### config.mk
export PLATFORM = sky130hd
export DESIGN_NAME = inst_encoder_flat
export DESIGN_NICKNAME = d
export VERILOG_FILES = /design/src/rtl/rv_ops_pkg.sv /design/src/rtl/inst_encoder_if.sv /design/src/rtl/inst_enc_comb.sv /design/src/rtl/inst_encoder.sv /design/src/flat_wrapper.sv
export SDC_FILE = /design/constraint.sdc
export NUM_CORES = 1
export LEC_CHECK = 0
export BUFFER_PORTS_ARGS = -buffer_cell sky130_fd_sc_hd__buf_2
export CAP_MARGIN = 20
export CORE_MARGIN = 2
export CORE_UTILIZATION = 51
export CTS_CLUSTER_SIZE = 20
export DETAILED_ROUTE_END_ITERATION = 6
export PLACE_DENSITY = 0.76
export REMOVE_ABC_BUFFERS = 1
export SYNTH_ARGS = -nofsm -noshare
export SYNTH_HDL_FRONTEND = slang
export SYNTH_SLANG_ARGS = --single-unit
### constraint.sdc
create_clock -name clk -period 2.19 [get_ports clk]
set_clock_uncertainty 0.15 [all_clocks]
set_input_delay 0.438 -clock clk [delete_from_list [all_inputs] [get_ports clk]]
set_output_delay 0.438 -clock clk [all_outputs]
set_load 0.02 [all_outputs]
### src/rtl/rv_ops_pkg.sv
// Shared RV32I encoding constants: internal micro-op numbering (identical to
// the issue-stage decode), base opcodes, funct3/funct7 values and the FIFO
// entry layout.
package rv_ops_pkg;

    // Internal opcodes, 1..37; 0 and anything above 37 are illegal
    localparam logic [6:0] OP_LUI  = 7'd1,  OP_AUIPC = 7'd2,  OP_JAL  = 7'd3,  OP_JALR  = 7'd4;
    localparam logic [6:0] OP_BEQ  = 7'd5,  OP_BNE   = 7'd6,  OP_BLT  = 7'd7,  OP_BGE   = 7'd8;
    localparam logic [6:0] OP_BLTU = 7'd9,  OP_BGEU  = 7'd10;
    localparam logic [6:0] OP_LB   = 7'd11, OP_LH    = 7'd12, OP_LW   = 7'd13, OP_LBU   = 7'd14;
    localparam logic [6:0] OP_LHU  = 7'd15;
    localparam logic [6:0] OP_SB   = 7'd16, OP_SH    = 7'd17, OP_SW   = 7'd18;
    localparam logic [6:0] OP_ADDI = 7'd19, OP_SLTI  = 7'd20, OP_SLTIU = 7'd21, OP_XORI = 7'd22;
    localparam logic [6:0] OP_ORI  = 7'd23, OP_ANDI  = 7'd24, OP_SLLI = 7'd25, OP_SRLI  = 7'd26;
    localparam logic [6:0] OP_SRAI = 7'd27;
    localparam logic [6:0] OP_ADD  = 7'd28, OP_SUB   = 7'd29, OP_SLL  = 7'd30, OP_SLT   = 7'd31;
    localparam logic [6:0] OP_SLTU = 7'd32, OP_XORR  = 7'd33, OP_SRL  = 7'd34, OP_SRA   = 7'd35;
    localparam logic [6:0] OP_ORR  = 7'd36, OP_ANDR  = 7'd37;

    // RV32I base opcodes
    localparam logic [6:0] OPC_LUI    = 7'b0110111;
    localparam logic [6:0] OPC_AUIPC  = 7'b0010111;
    localparam logic [6:0] OPC_JAL    = 7'b1101111;
    localparam logic [6:0] OPC_JALR   = 7'b1100111;
    localparam logic [6:0] OPC_BRANCH = 7'b1100011;
    localparam logic [6:0] OPC_LOAD   = 7'b0000011;
    localparam logic [6:0] OPC_STORE  = 7'b0100011;
    localparam logic [6:0] OPC_OPIMM  = 7'b0010011;
    localparam logic [6:0] OPC_OP     = 7'b0110011;

    // funct3 values (shared across formats where the numbers coincide)
    localparam logic [2:0] F3_000 = 3'b000, F3_001 = 3'b001, F3_010 = 3'b010, F3_011 = 3'b011;
    localparam logic [2:0] F3_100 = 3'b100, F3_101 = 3'b101, F3_110 = 3'b110, F3_111 = 3'b111;

    // funct7 values
    localparam logic [6:0] F7_ZERO = 7'b0000000;
    localparam logic [6:0] F7_ALT  = 7'b0100000;

    // Instruction layout selected by the micro-op
    typedef enum logic [2:0] {
        FMT_BAD, FMT_U, FMT_J, FMT_I, FMT_SH, FMT_B, FMT_S, FMT_R
    } fmt_e;

    // One FIFO entry
    typedef struct packed {
        logic        illegal;
        logic [31:0] inst;
    } enc_t;

endpackage

### src/rtl/inst_encoder_if.sv
// Producer/consumer signal bundle around the encoder FIFO.
// Handshake: a transfer happens on a rising edge where valid && ready are both
// high; valid never waits on ready, and ready never depends on valid in the
// same cycle.
interface inst_encoder_if;
    logic        in_valid;
    logic        in_ready;
    logic [6:0]  in_op;
    logic [4:0]  in_rs1;
    logic [4:0]  in_rs2;
    logic [4:0]  in_rd;
    logic [31:0] in_imm;
    logic        out_valid;
    logic        out_ready;
    logic [31:0] out_inst;
    logic        out_illegal;
    logic [15:0] illegal_cnt;

    modport master (
        output in_valid, in_op, in_rs1, in_rs2, in_rd, in_imm, out_ready,
        input  in_ready, out_valid, out_inst, out_illegal, illegal_cnt
    );

    modport slave (
        input  in_valid, in_op, in_rs1, in_rs2, in_rd, in_imm, out_ready,
        output in_ready, out_valid, out_inst, out_illegal, illegal_cnt
    );
endinterface

### src/rtl/inst_enc_comb.sv
// Purely combinational micro-op to RV32I machine word encoder.
// Fields a format does not carry are simply never placed in the word.
module inst_enc_comb
    import rv_ops_pkg::*;
(
    input  logic [6:0]  op,
    input  logic [4:0]  rs1,
    input  logic [4:0]  rs2,
    input  logic [4:0]  rd,
    input  logic [31:0] imm,
    output enc_t        enc
);

    fmt_e       fmt;
    logic [6:0] opc;
    logic [2:0] f3;
    logic [6:0] f7;

    // Select format/opcode/funct fields, then pack them into the word
    always_comb begin
        fmt = FMT_BAD;
        opc = '0;
        f3  = F3_000;
        f7  = F7_ZERO;
        case (op)
            OP_LUI:   begin fmt = FMT_U;  opc = OPC_LUI;                  end
            OP_AUIPC: begin fmt = FMT_U;  opc = OPC_AUIPC;                end
            OP_JAL:   begin fmt = FMT_J;  opc = OPC_JAL;                  end
            OP_JALR:  begin fmt = FMT_I;  opc = OPC_JALR;                 end
            OP_BEQ:   begin fmt = FMT_B;  opc = OPC_BRANCH; f3 = F3_000;  end
            OP_BNE:   begin fmt = FMT_B;  opc = OPC_BRANCH; f3 = F3_001;  end
            OP_BLT:   begin fmt = FMT_B;  opc = OPC_BRANCH; f3 = F3_100;  end
            OP_BGE:   begin fmt = FMT_B;  opc = OPC_BRANCH; f3 = F3_101;  end
            OP_BLTU:  begin fmt = FMT_B;  opc = OPC_BRANCH; f3 = F3_110;  end
            OP_BGEU:  begin fmt = FMT_B;  opc = OPC_BRANCH; f3 = F3_111;  end
            OP_LB:    begin fmt = FMT_I;  opc = OPC_LOAD;   f3 = F3_000;  end
            OP_LH:    begin fmt = FMT_I;  opc = OPC_LOAD;   f3 = F3_001;  end
            OP_LW:    begin fmt = FMT_I;  opc = OPC_LOAD;   f3 = F3_010;  end
            OP_LBU:   begin fmt = FMT_I;  opc = OPC_LOAD;   f3 = F3_100;  end
            OP_LHU:   begin fmt = FMT_I;  opc = OPC_LOAD;   f3 = F3_101;  end
            OP_SB:    begin fmt = FMT_S;  opc = OPC_STORE;  f3 = F3_000;  end
            OP_SH:    begin fmt = FMT_S;  opc = OPC_STORE;  f3 = F3_001;  end
            OP_SW:    begin fmt = FMT_S;  opc = OPC_STORE;  f3 = F3_010;  end
            OP_ADDI:  begin fmt = FMT_I;  opc = OPC_OPIMM;  f3 = F3_000;  end
            OP_SLTI:  begin fmt = FMT_I;  opc = OPC_OPIMM;  f3 = F3_010;  end
            OP_SLTIU: begin fmt = FMT_I;  opc = OPC_OPIMM;  f3 = F3_011;  end
            OP_XORI:  begin fmt = FMT_I;  opc = OPC_OPIMM;  f3 = F3_100;  end
            OP_ORI:   begin fmt = FMT_I;  opc = OPC_OPIMM;  f3 = F3_110;  end
            OP_ANDI:  begin fmt = FMT_I;  opc = OPC_OPIMM;  f3 = F3_111;  end
            OP_SLLI:  begin fmt = FMT_SH; opc = OPC_OPIMM;  f3 = F3_001;  end
            OP_SRLI:  begin fmt = FMT_SH; opc = OPC_OPIMM;  f3 = F3_101;  end
            OP_SRAI:  begin fmt = FMT_SH; opc = OPC_OPIMM;  f3 = F3_101; f7 = F7_ALT; end
            OP_ADD:   begin fmt = FMT_R;  opc = OPC_OP;     f3 = F3_000;  end
            OP_SUB:   begin fmt = FMT_R;  opc = OPC_OP;     f3 = F3_000; f7 = F7_ALT; end
            OP_SLL:   begin fmt = FMT_R;  opc = OPC_OP;     f3 = F3_001;  end
            OP_SLT:   begin fmt = FMT_R;  opc = OPC_OP;     f3 = F3_010;  end
            OP_SLTU:  begin fmt = FMT_R;  opc = OPC_OP;     f3 = F3_011;  end
            OP_XORR:  begin fmt = FMT_R;  opc = OPC_OP;     f3 = F3_100;  end
            OP_SRL:   begin fmt = FMT_R;  opc = OPC_OP;     f3 = F3_101;  end
            OP_SRA:   begin fmt = FMT_R;  opc = OPC_OP;     f3 = F3_101; f7 = F7_ALT; end
            OP_ORR:   begin fmt = FMT_R;  opc = OPC_OP;     f3 = F3_110;  end
            OP_ANDR:  begin fmt = FMT_R;  opc = OPC_OP;     f3 = F3_111;  end
            default:  fmt = FMT_BAD;
        endcase

        enc.illegal = 1'b0;
        enc.inst    = '0;
        case (fmt)
            FMT_U:   enc.inst = {imm[31:12], rd, opc};
            FMT_J:   enc.inst = {imm[20], imm[10:1], imm[11], imm[19:12], rd, opc};
            FMT_I:   enc.inst = {imm[11:0], rs1, f3, rd, opc};
            FMT_SH:  enc.inst = {f7, imm[4:0], rs1, f3, rd, opc};
            FMT_B:   enc.inst = {imm[12], imm[10:5], rs2, rs1, f3, imm[4:1], imm[11], opc};
            FMT_S:   enc.inst = {imm[11:5], rs2, rs1, f3, imm[4:0], opc};
            FMT_R:   enc.inst = {f7, rs2, rs1, f3, rd, opc};
            default: enc.illegal = 1'b1;
        endcase
    end

endmodule

### src/rtl/inst_encoder.sv
// Micro-op re-encoder feeding the commit-trace port: encodes at the input and
// buffers {illegal, inst} in a DEPTH-entry FIFO. No bypass when empty and no
// combinational ready path when full.
module inst_encoder
    import rv_ops_pkg::*;
#(
    parameter int DEPTH = 4,
    parameter int PTR_W = 2
) (
    input  logic           clk,
    input  logic           rst_n,
    input  logic           flush,
    inst_encoder_if.slave  bus
);

    localparam logic [PTR_W:0] FULL = DEPTH[PTR_W:0];

    enc_t             enc_in;
    enc_t             mem [DEPTH];
    enc_t             head;
    logic [PTR_W-1:0] wr_ptr;
    logic [PTR_W-1:0] rd_ptr;
    logic [PTR_W:0]   count;
    logic [15:0]      illegal_cnt;
    logic             push;
    logic             pop;

    inst_enc_comb u_enc (
        .op  (bus.in_op),
        .rs1 (bus.in_rs1),
        .rs2 (bus.in_rs2),
        .rd  (bus.in_rd),
        .imm (bus.in_imm),
        .enc (enc_in)
    );

    // flush wins over both sides of the handshake
    assign push = bus.in_valid && bus.in_ready && !flush;
    assign pop  = bus.out_valid && bus.out_ready && !flush;

    assign head            = mem[rd_ptr];
    assign bus.in_ready    = (count != FULL);
    assign bus.out_valid   = (count != '0);
    assign bus.out_inst    = bus.out_valid ? head.inst : '0;
    assign bus.out_illegal = bus.out_valid && head.illegal;
    assign bus.illegal_cnt = illegal_cnt;

    // Storage array: written on push, contents qualified by count on read
    always_ff @(posedge clk) begin
        if (push) mem[wr_ptr] <= enc_in;
    end

    // Pointers and occupancy; flush returns the FIFO to empty
    always_ff @(posedge clk or negedge rst_n) begin
        if (!rst_n) begin
            wr_ptr <= '0;
            rd_ptr <= '0;
            count  <= '0;
        end else if (flush) begin
            wr_ptr <= '0;
            rd_ptr <= '0;
            count  <= '0;
        end else begin
            if (push) wr_ptr <= wr_ptr + 1'b1;
            if (pop)  rd_ptr <= rd_ptr + 1'b1;
            case ({push, pop})
                2'b10:   count <= count + 1'b1;
                2'b01:   count <= count - 1'b1;
                default: count <= count;
            endcase
        end
    end

    // Saturating count of accepted illegal micro-ops; survives flush
    always_ff @(posedge clk or negedge rst_n) begin
        if (!rst_n) begin
            illegal_cnt <= '0;
        end else if (push && enc_in.illegal && (illegal_cnt != 16'hFFFF)) begin
            illegal_cnt <= illegal_cnt + 16'd1;
        end
    end

endmodule

### src/flat_wrapper.sv
// flat-port wrapper written by rule: the top's interface ports become plain ports
module inst_encoder_flat import rv_ops_pkg::*;
#(
    parameter int DEPTH = 4,
    parameter int PTR_W = 2
)
  (clk, rst_n, flush, bus_in_valid, bus_in_op, bus_in_rs1, bus_in_rs2, bus_in_rd, bus_in_imm, bus_out_ready, bus_in_ready, bus_out_valid, bus_out_inst, bus_out_illegal, bus_illegal_cnt);
  inst_encoder_if bus_i ();
  input  logic clk;
  input  logic rst_n;
  input  logic flush;
  input wire logic [$bits(bus_i.in_valid)-1:0] bus_in_valid;
  input wire logic [$bits(bus_i.in_op)-1:0] bus_in_op;
  input wire logic [$bits(bus_i.in_rs1)-1:0] bus_in_rs1;
  input wire logic [$bits(bus_i.in_rs2)-1:0] bus_in_rs2;
  input wire logic [$bits(bus_i.in_rd)-1:0] bus_in_rd;
  input wire logic [$bits(bus_i.in_imm)-1:0] bus_in_imm;
  input wire logic [$bits(bus_i.out_ready)-1:0] bus_out_ready;
  output wire logic [$bits(bus_i.in_ready)-1:0] bus_in_ready;
  output wire logic [$bits(bus_i.out_valid)-1:0] bus_out_valid;
  output wire logic [$bits(bus_i.out_inst)-1:0] bus_out_inst;
  output wire logic [$bits(bus_i.out_illegal)-1:0] bus_out_illegal;
  output wire logic [$bits(bus_i.illegal_cnt)-1:0] bus_illegal_cnt;
  assign bus_i.in_valid = bus_in_valid;
  assign bus_i.in_op = bus_in_op;
  assign bus_i.in_rs1 = bus_in_rs1;
  assign bus_i.in_rs2 = bus_in_rs2;
  assign bus_i.in_rd = bus_in_rd;
  assign bus_i.in_imm = bus_in_imm;
  assign bus_i.out_ready = bus_out_ready;
  assign bus_in_ready = bus_i.in_ready;
  assign bus_out_valid = bus_i.out_valid;
  assign bus_out_inst = bus_i.out_inst;
  assign bus_out_illegal = bus_i.out_illegal;
  assign bus_illegal_cnt = bus_i.illegal_cnt;
  inst_encoder #(.DEPTH(DEPTH), .PTR_W(PTR_W)) u_core (.clk(clk), .rst_n(rst_n), .flush(flush), .bus(bus_i));
endmodule
==> impl_table.tex <==
\begin{tabular}{lr}
\hline
Metric & Value \\
\hline
\multicolumn{2}{l}{\textbf{Job}} \\
Maximum Capacitance Violations & 0 \\
\multicolumn{2}{l}{\textbf{Power}} \\
Fraction of power spent switching nets & 0.316 \\
Switching power total & 0.00349 W \\
Part of the total power dissipated in the clock network & 0.247 \\
Sequential group share of total power & 0.318 \\
Part of the total power dissipated in combinational logic & 0.435 \\
P\_int & 0.00754 W \\
Worst vdd ir & 0.000611 V \\
Power density of the placed cells & 1120 mW/mm\^{}2 \\
Static Leakage & 3.90 nW \\
\multicolumn{2}{l}{\textbf{Critical path}} \\
WP data required & 1600 ps \\
Worst Path Class, Setup & reg -> out \\
Peak fanout along the critical path & 7 \\
Worst setup path startpoint & u\_core.rd\_ptr[0] \\
Startpoint type of the worst setup path & flip-flop \\
Delay of the slowest critical-path stage & 500 ps \\
Critical Path End Type & output port \\
CP Data Arrival Time & 1890 ps \\
Max stage delay cell, worst path & mux4\_2 \\
Critical Path, Cell by Cell & buf\_12 > clkbuf\_16 > mux4\_2 > and2\_4 > buf\_6 \\
Beginning of the worst register-to-register path & u\_core.count[0] \\
\multicolumn{2}{l}{\textbf{Yosys}} \\
Synthesized area & 0.00718 sq mm \\
Share of synthesized cell area in and, or, nand and nor gates & 0.129 \\
Seq/Total Area, Yosys & 0.615 \\
Parity-gate share of the synthesized area counting xor and xnor cells & 0.0281 \\
Dominant combinational cell family by area after synthesis & simple AND/OR/NAND/NOR gates \\
FF+latch count, synth & 151 \\
Compound-gate portion of the synthesized area & 0.0754 \\
Instance count of the mapped netlist & 509 \\
Mean cell area of the mapped netlist & 14.1 sq um \\
Number of enable flip-flop cells after synthesis & 128 \\
Fraction of registers with async set or reset after synthesis & 0.152 \\
Proportion of synthesized area in mux cells & 0.116 \\
Area share of fa/ha/maj cells after synthesis & 0.0115 \\
Number of warning messages in the yosys log & 0 \\
Post-synth cell types & 61 \\
Main synth FF type & edfxtp\_1 \\
\multicolumn{2}{l}{\textbf{Route}} \\
Vias after detailed routing & 5232 \\
TritonRoute pass-1 iters & 4 \\
Drt initial violations & 512 \\
Via/cell ratio & 5.81 \\
Antenna-violating nets left & 0 \\
Avg WL per Cell & 20.5 um \\
Wire length after detailed routing & 18500 um \\
DRC violation count after routing & 0 \\
\multicolumn{2}{l}{\textbf{Clock tree}} \\
Cell at the root of the clock tree & clkbuf\_16 \\
Clock sink count & 151 \\
Clock-pin slew reported for the worst setup and hold paths after clock tree synthesis & 70 ps \\
CTS tree & done \\
Later-pin clock latency in the skew report & 420 ps \\
Total CTS buffers & 17 \\
Number of buffers between clock root and the deepest sink & 2 \\
Total number of H-tree levels & 4 \\
\multicolumn{2}{l}{\textbf{Min path}} \\
Hold WC Path Type & in -> reg \\
Critical hold path startpoint & flush \\
\multicolumn{2}{l}{\textbf{Global route}} \\
Global-route wire length before repair & 27200 um \\
Met1 track demand over resource & 0.309 \\
Layer with the highest usage after global routing & met2 \\
GR met2 Demand/Resource & 0.420 \\
Global route overflow & 0 \\
Initial antenna violation count & 0 \\
All-layer global routing usage & 0.243 \\
Via count of the first global-routing pass & 5207 \\
Global routing usage on met3 & 0.0423 \\
Largest net degree at the start of global routing & 35 \\
\multicolumn{2}{l}{\textbf{Layout}} \\
Area of all placed cells without fillers & 0.00981 sq mm \\
Fill cell count & 884 \\
Share of layout cells above drive strength 1 & 0.471 \\
Non-filler cells, final & 900 \\
Inserted Diodes & 0 \\
Post-synthesis to final-layout area growth & 36.6\% \\
Net count reported at finish & 772 \\
\multicolumn{2}{l}{\textbf{Placed design}} \\
Standard cell area after detailed placement & 0.00855 sq mm \\
Final RePlAce weighted congestion & 0.903 \\
Port buffer count & 109 \\
DP Wirelength & 12000 um \\
Placed instance count & 856 \\
\multicolumn{2}{l}{\textbf{Die}} \\
Floorplan row count & 43 \\
Number of I/O pins & 110 \\
Die extent in x & 123 um \\
Initial Util & 0.519 \\
Core region area & 0.0138 sq mm \\
Die Y-Extent & 123 um \\
Total Die Area & 0.0150 sq mm \\
\multicolumn{2}{l}{\textbf{Timing}} \\
Worst slew margin & 0.434 \\
Final WS setup & -292 ps \\
Transition time of the tightest slew-check pin & 846 ps \\
Final number of hold-violating endpoints & 0 \\
Final period util & 1.13 \\
F\_max & 403 MHz \\
Number of max-slew violations in the final report & 0 \\
Setup-violating endpoint count in the final report & 35 \\
RSZ-0062 raised after global routing & true \\
Final worst path period need & 2480 ps \\
\multicolumn{2}{l}{\textbf{Status}} \\
Failing checks & negative setup slack \\
Outcome & complete, but fails checks \\
\hline
\end{tabular}
power groups by stage:
stage / registers, W / clock network [W] / logic, W
floorplan: 0.00374 / 0 / 0.00172
global placement: 0.00355 / 0 / 0.00314
global route: 0.00353 / 0.00286 / 0.00506
detailed placement: 0.00357 / 0 / 0.00318
finish: 0.00351 / 0.00272 / 0.00479
CTS: 0.00350 / 0.00274 / 0.00373
final cells by class:
type | count | area (sq um) | area share
Inverter | 12 | 45.0 | 0.00459
Clock inverter | 15 | 129 | 0.0131
Timing Repair Buffer | 208 | 1740 | 0.177
Sequential cell | 151 | 4420 | 0.451
Multi-Input combinational cell | 317 | 2820 | 0.288
Tap cell | 180 | 225 | 0.0230
Clock buffer | 17 | 425 | 0.0434
cells in the final DEF, fill, tap and decap left out, drive strengths merged, types with 4 or more instances in the layout:
| master | count |
|---|---|
| buf | 205 |
| edfxtp | 128 |
| and2 | 39 |
| mux4 | 32 |
| nor2 | 32 |
| nand2 | 27 |
| dfrtp | 23 |
| clkbuf | 19 |
| xor2 | 18 |
| a21oi | 17 |
| nor3 | 17 |
| inv | 15 |
| nand3 | 13 |
| a22o | 11 |
| o21ai | 9 |
| clkinv | 9 |
| mux2i | 7 |
| a31oi | 7 |
| nand2b | 6 |
| or2 | 6 |
| nand4 | 5 |
| ha | 5 |
| or3 | 5 |
| xnor2 | 5 |
| o22ai | 4 |
| nor2b | 4 |
| a22oi | 4 |
| mux2 | 4 |
| nor4 | 4 |
path summary, 6_finish.rpt:
path,to,slack (ps),cells after the start
worst max-delay path,bus_out_inst[12],-290,5
worst min-delay path,u_core.count[0],250,3
worst max register to register,u_core.count[2],-80,9
worst min register to register,u_core.bus.illegal_cnt[11],360,1
max in group asynchronous,u_core.rd_ptr[0],1130,2
min in group asynchronous,u_core.count[0],370,2
layer usage:
metal  routed length (um)  part of all wire
met5                    0                 0
met4                  426             0.023
met3                 1050             0.057
met2                 9750              0.53
met1                 7270              0.39
per-stage QoR:
step                 util  power [W]  TNS [ps]  hold WS (ps)  setup slack (ps)
finish              0.709     0.0110     -8580           251              -292
floorplan               -    0.00546    -47610         -7.59              -748
CTS                 0.676    0.00998    -10220           229              -350
global placement    0.618    0.00668    -18160           286              -256
detailed placement  0.618    0.00675    -18920           296              -268
global route        0.709     0.0114    -10380           246              -329
worst max-delay path: cells and delay by family (launching register included):
| kind | cells | cell delay [ps] |
|---|---|---|
| buffers and inverters | 3 | 440 |
| flip-flops | 1 | 370 |
| multiplexers | 1 | 500 |
| AND/OR/NAND/NOR | 1 | 160 |
cells by family (layout without fill, tap and decap cells):
kind of cell             count (synthesis)  count (layout)
XOR/XNOR                                23              23
AND/OR/NAND/NOR                        168             168
AO/OA/AOI/OAI                           77              77
adder cells (fa/ha/maj)                  6               6
multiplexers                            43              43
flip-flops                             151             151
buffers and inverters                   41             252
registers in the layout, summed over array words and instances (netlist names):
| signal | cells |
|---|---|
| u_core.wr_ptr | 2 |
| u_core.count | 3 |
| u_core.bus.illegal_cnt | 16 |
| u_core.rd_ptr | 2 |
| u_core.mem | 128 |
cells in the mapped netlist (3+ instances only):
cell | instances | share of area
a21o_1 | 3 | 0.0031
a21oi_1 | 16 | 0.011
a221o_1 | 3 | 0.0042
a22o_1 | 11 | 0.013
a22oi_1 | 4 | 0.0042
a31oi_1 | 7 | 0.0061
and2_1 | 39 | 0.034
buf_1 | 4 | 0.0021
buf_2 | 4 | 0.0028
clkbuf_1 | 18 | 0.0094
dfrtp_1 | 23 | 0.080
edfxtp_1 | 128 | 0.54
ha_1 | 5 | 0.0087
inv_1 | 12 | 0.0063
mux2i_1 | 7 | 0.0098
mux4_2 | 32 | 0.10
nand2_1 | 25 | 0.013
nand2b_1 | 6 | 0.0052
nand3_1 | 13 | 0.0091
nand4_1 | 5 | 0.0044
nor2_1 | 30 | 0.016
nor2b_1 | 4 | 0.0035
nor3_1 | 16 | 0.011
nor4_1 | 3 | 0.0026
o21ai_0 | 9 | 0.0063
o22ai_1 | 4 | 0.0035
o2bb2ai_1 | 3 | 0.0037
o32ai_1 | 3 | 0.0037
or2_2 | 5 | 0.0044
or3_1 | 5 | 0.0044
xnor2_1 | 5 | 0.0061
xor2_1 | 18 | 0.022
timing repair:
action	4_1_cts	5_1_grt
gates resized for setup	48	108
hold buffers	1	0
gates cloned	2	3
setup endpoints to repair	39	51
setup buffers	4	2
hold endpoints to repair	23	0
pin swaps	9	43
(Power assumes the default switching activity.)
